**config.mk**
```make
export PLATFORM = sky130hd
export DESIGN_NAME = codec_intf
export DESIGN_NICKNAME = d
export VERILOG_FILES = /design/src/rtl/codec_intf.sv
export SDC_FILE = /design/constraint.sdc
export NUM_CORES = 1
export LEC_CHECK = 0
export CAP_MARGIN = 20
export CORE_MARGIN = 2
export CORE_UTILIZATION = 45
export DETAILED_ROUTE_END_ITERATION = 8
export PLACE_DENSITY_LB_ADDON = 0.25
export SYNTH_ARGS = -nofsm -noshare
export SYNTH_HDL_FRONTEND = slang
export SYNTH_SLANG_ARGS = --single-unit
```
**constraint.sdc**
```tcl
create_clock -name clk -period 3.15 [get_ports clk]
set_clock_uncertainty 0.15 [all_clocks]
set_input_delay 0.63 -clock clk [delete_from_list [all_inputs] [get_ports clk]]
set_output_delay 0.63 -clock clk [all_outputs]
set_load 0.005 [all_outputs]
```
**src/rtl/codec_intf.sv**
```systemverilog
// Serial codec link: generates the codec clocks and reset, deserializes ADC data, serializes DAC data.
// Optional `CODEC_SDOUT_SYNC_EN` adds a 2-flop SDout synchronizer and moves the capture point later.
module codec_intf (
   input  logic        clk,
   input  logic        rst_n,
   input  logic [15:0] lft_out,
   input  logic [15:0] rht_out,
   input  logic        SDout,
   output logic [15:0] lft_in,
   output logic [15:0] rht_in,
   output logic        valid,
   output logic        LRCLK,
   output logic        SCLK,
   output logic        MCLK,
   output logic        SDin,
   output logic        RSTn
);

   logic [9:0]  cnt_q, cnt_d;
   logic [15:0] rx_q, rx_d;
   logic [15:0] lft_hold_q, lft_hold_d;
   logic [15:0] tx_q, tx_d;
   logic [15:0] rht_shadow_q, rht_shadow_d;
   logic [15:0] lft_in_d, rht_in_d;
   logic        valid_d, rstn_d;
   logic        frame_end, half_end;
   logic        sd_cap;

`ifdef CODEC_SDOUT_SYNC_EN
   localparam logic [4:0] CapPhase = 5'h19;
   logic sync1_q, sync2_q;

   always_ff @(posedge clk or negedge rst_n) begin
      if (!rst_n) begin
         sync1_q <= 1'b0;
         sync2_q <= 1'b0;
      end else begin
         sync1_q <= SDout;
         sync2_q <= sync1_q;
      end
   end

   assign sd_cap = sync2_q;
`else
   localparam logic [4:0] CapPhase = 5'h17;

   assign sd_cap = SDout;
`endif

   always_comb begin
      cnt_d        = cnt_q + 10'd1;
      frame_end    = (cnt_q == 10'h3FF);
      half_end     = (cnt_q == 10'h1FF);
      rx_d         = rx_q;
      lft_hold_d   = lft_hold_q;
      lft_in_d     = lft_in;
      rht_in_d     = rht_in;
      tx_d         = tx_q;
      rht_shadow_d = rht_shadow_q;
      valid_d      = 1'b0;
      rstn_d       = RSTn | frame_end;

      if (cnt_q[4:0] == CapPhase) begin
         rx_d = {rx_q[14:0], sd_cap};
      end
      if (half_end) begin
         lft_hold_d = rx_q;
      end
      if (frame_end) begin
         lft_in_d = lft_hold_q;
         rht_in_d = rx_q;
         // No strobe in the first frame: the codec was still held in reset.
         valid_d  = RSTn;
      end

      // Word loads coincide with an SCLK falling edge and win over the shift.
      if (frame_end) begin
         tx_d         = lft_out;
         rht_shadow_d = rht_out;
      end else if (half_end) begin
         tx_d = rht_shadow_q;
      end else if (cnt_q[4:0] == 5'h1F) begin
         tx_d = {tx_q[14:0], 1'b0};
      end
   end

   always_ff @(posedge clk or negedge rst_n) begin
      if (!rst_n) begin
         cnt_q        <= '0;
         rx_q         <= '0;
         lft_hold_q   <= '0;
         tx_q         <= '0;
         rht_shadow_q <= '0;
         lft_in       <= '0;
         rht_in       <= '0;
         valid        <= 1'b0;
         RSTn         <= 1'b0;
         SDin         <= 1'b0;
         LRCLK        <= 1'b0;
         SCLK         <= 1'b0;
         MCLK         <= 1'b0;
      end else begin
         cnt_q        <= cnt_d;
         rx_q         <= rx_d;
         lft_hold_q   <= lft_hold_d;
         tx_q         <= tx_d;
         rht_shadow_q <= rht_shadow_d;
         lft_in       <= lft_in_d;
         rht_in       <= rht_in_d;
         valid        <= valid_d;
         RSTn         <= rstn_d;
         SDin         <= tx_q[15];
         // Clocks track the next count so they change on the same edge as cnt.
         LRCLK        <= cnt_d[9];
         SCLK         <= cnt_d[4];
         MCLK         <= cnt_d[1];
      end
   end

endmodule

```
==> results.sh <==
export IMPL_timing_worst_slew_pin_value_ns=0.935
export IMPL_fin_nets=394
export IMPL_maxSlewHeadroom=0.373
export IMPL_drt_first_iter_violations=43
export IMPL_total_via_count_in_the_routed_design=2420
export IMPL_cellLeakagePower_nw=2.45
export IMPL_row_count=36
export IMPL_die_area_sq_um=10600
export IMPL_worst_skew_pair_late_latency_ns=0.36
export IMPL_cts_sink_count=109
export IMPL_hpwl_um=5100
export IMPL_tritoncts_clock_tree="built"
export IMPL_share_of_flip_flops_with_an_asynchronous_set_or_reset_after_synthesis=1.00
export IMPL_htree_levels=3
export IMPL_synth_edf_count=0
export IMPL_dpl_worst_slack_ns=0.696
export IMPL_cpMaxStageDelayCell="or3_2"
export IMPL_antenna_found_initial=0
export IMPL_yosysMostFrequentCell="dfrtp_1"
export IMPL_coreArea_sq_um=9640
export IMPL_floorplan_die_width_um=103
export IMPL_cts_buffer_depth=2
export IMPL_period_needed_ns=2.45
export IMPL_drive_gt1_frac=0.301
export IMPL_outcome="finished, final reports clean"
export IMPL_cts_hold_buffers_added=0
export IMPL_mappedNetlistNets=316
export IMPL_fill_cells=836
export IMPL_irDropWorstVdd_mv=0.266
export IMPL_final_setup_viol_count=0
export IMPL_flow_area_growth_from_synthesis_pct=25.4
export IMPL_clk_pin_slew_worst_paths_ns=0.10
export IMPL_cp_data_required_time_ns=3.25
export IMPL_worstSetupStartpointType="flip-flop"
export IMPL_grt_ovfl_total=0
export IMPL_drt_pass1_iterations=3
export IMPL_numCtsBuffers=9
export IMPL_path_class="flip-flop to flip-flop"
export IMPL_synthesis_area_sq_um=4420
export IMPL_hold_viol=0
export IMPL_route_detailed_drc=0
export IMPL_fin_ws_ns=0.701
export IMPL_synth_ff_latch_count=109
export IMPL_cts_repair_resize_count=0
export IMPL_io_pins=73
export IMPL_grt_setup_unrepaired="no"
export IMPL_fin_hold_ws_ns=0.174
export IMPL_setup_tns_ns=0
export IMPL_maxCapViolations=0
export IMPL_clock_root_buffer="clkbuf_8"
export IMPL_critPathArrivalTime_ns=2.55
export IMPL_antennaDiodeCount=0
export IMPL_timing_critical_path_slowest_cell_delay_ns=0.60
export IMPL_antenna_left=0
export IMPL_via_density_per_instance=4.89
export IMPL_cp_max_fo=40
export IMPL_first_global_vias=2581
export IMPL_crit_path_cell_trace="ha_1, nand4_1, or3_2, buf_4, mux2_4"
export IMPL_grt_max_degree=61
export IMPL_worstHoldPathType="primary input to asynchronous set/reset pin"
export IMPL_final_worst_path_period_share=0.778
export IMPL_achievable_frequency_mhz=408
export IMPL_synth_warning_count=0
export IMPL_gpl_final_weighted_congestion=0.723
export IMPL_total_power_w=0.00252
export IMPL_main_synth_ff_type="dfrtp_1"
export IMPL_unique_cell_type_count_in_the_yosys_netlist=26
export IMPL_initial_utilization=0.459
export IMPL_power_density_nw_per_um2=455
export IMPL_synth_seq_area_share=0.617
export IMPL_synth_area_leader_cell="dfrtp_1"
export IMPL_cts_repair_timing_setup_buffer_count=0
export IMPL_finalMaxSlewViolations=0
export IMPL_synth_area_per_cell_sq_um=15.8
export IMPL_dp_cells=479
export IMPL_critPathCaptureType="flip-flop"
export IMPL_global_route_usage_total=0.158
export IMPL_netlist_top_cells_count="109 x dfrtp_1, 71 x mux2_2, 47 x mux2i_1"
export IMPL_final_cells=495
export IMPL_first_pass_grt_wire_length_um=12700
export IMPL_fp_dieH_um=103
export IMPL_totalWireLength_um=7680
export IMPL_drt_wirelength_per_cell_um=15.5
export IMPL_placement_io_buffers=72
export IMPL_dominant_cells_by_area_after_synthesis="dfrtp_1 62%, mux2_2 18%, mux2i_1 11%, mux2_4 3.1%, xnor2_1 0.79%"
export IMPL_synth_top_area_frac=0.617
export IMPL_synth_cells=279
where the power goes:
part / internal, W / switching, W
registers: 0.00141 / 0.00000590
logic: 0.0000519 / 0.0000388
clock network: 0.000556 / 0.000463
worst max-delay path, delay by kind of cell, from the launching register on:
kind          cells  cell delay (ns)
flops             1             0.39
fa+ha+maj         1             0.25
mux               1             0.37
buf+inv           1             0.37
simple gates      2             0.79
routing by layer:
layer / routed length, um / vias to the layer above / global-route usage
met5: 0 / - / 0
met4: 72 / 0 / 0.0486
met3: 390 / 7 / 0.0461
met2: 3640 / 52 / 0.245
met1: 3580 / 1221 / 0.217
li1: - / 1140 / -
cells by family after synthesis:
logic type / Yosys count / synth area share
XOR/XNOR: 7 / 0.0139
adder cells (fa/ha/maj): 2 / 0.00566
multiplexers: 127 / 0.318
buffers and inverters: 15 / 0.0184
AND/OR/NAND/NOR: 19 / 0.0272
flip-flops: 109 / 0.617
registers in the layout, indices dropped and copies added (netlist names):
name,count
lft_hold_q,16
lft_in,16
rht_in,16
rht_shadow_q,16
rx_q,16
tx_q,16
cnt_q,9
LRCLK,1
RSTn,1
SDin,1
valid,1
layout by cell type (no fill, tap or decap), drive strengths merged, types with 3 or more instances in the layout:
cell type / instances
clkbuf: 10
mux2i: 47
inv: 4
xor2: 3
nand4: 3
nor3: 3
clkdlybuf4s50: 71
xnor2: 4
mux2: 80
nand2: 3
buf: 9
dfrtp: 109
bufinv: 3
final cells by class:
class | instances | area (sq um) | share of cell area
multi-input combinational | 155 | 1610 | 0.291
sequential | 109 | 2730 | 0.492
clock buffer | 10 | 138 | 0.0248
tap | 133 | 166 | 0.0300
clock inverter | 6 | 115 | 0.0208
inverter | 2 | 7.51 | 0.00135
timing repair buffer | 80 | 778 | 0.140
final timing paths:
kind | startpoint | end | slack, ns | depth (start not counted)
worst max-delay path | cnt_q[1] | rht_in[12] | 0.70 | 5
worst min-delay path | rst_n | tx_q[0] | 0.17 | 1
worst max register to register | cnt_q[1] | rht_in[12] | 0.70 | 5
worst min register to register | tx_q[15] | SDin | 0.23 | 0
max in group asynchronous | rst_n | rht_in[9] | 1.97 | 2
min in group clk | tx_q[15] | SDin | 0.23 | 0
per-stage QoR:
step / cell area, sq um / utilization
6_report: 5550 / 0.575
2_1_floorplan: 4420 / -
3_5_place_dp: 5290 / 0.549
4_1_cts: 5550 / 0.575
5_1_grt: 5550 / 0.575
3_3_place_gp: 5290 / 0.549
No activity file was read; power rests on OpenSTA's default activity.
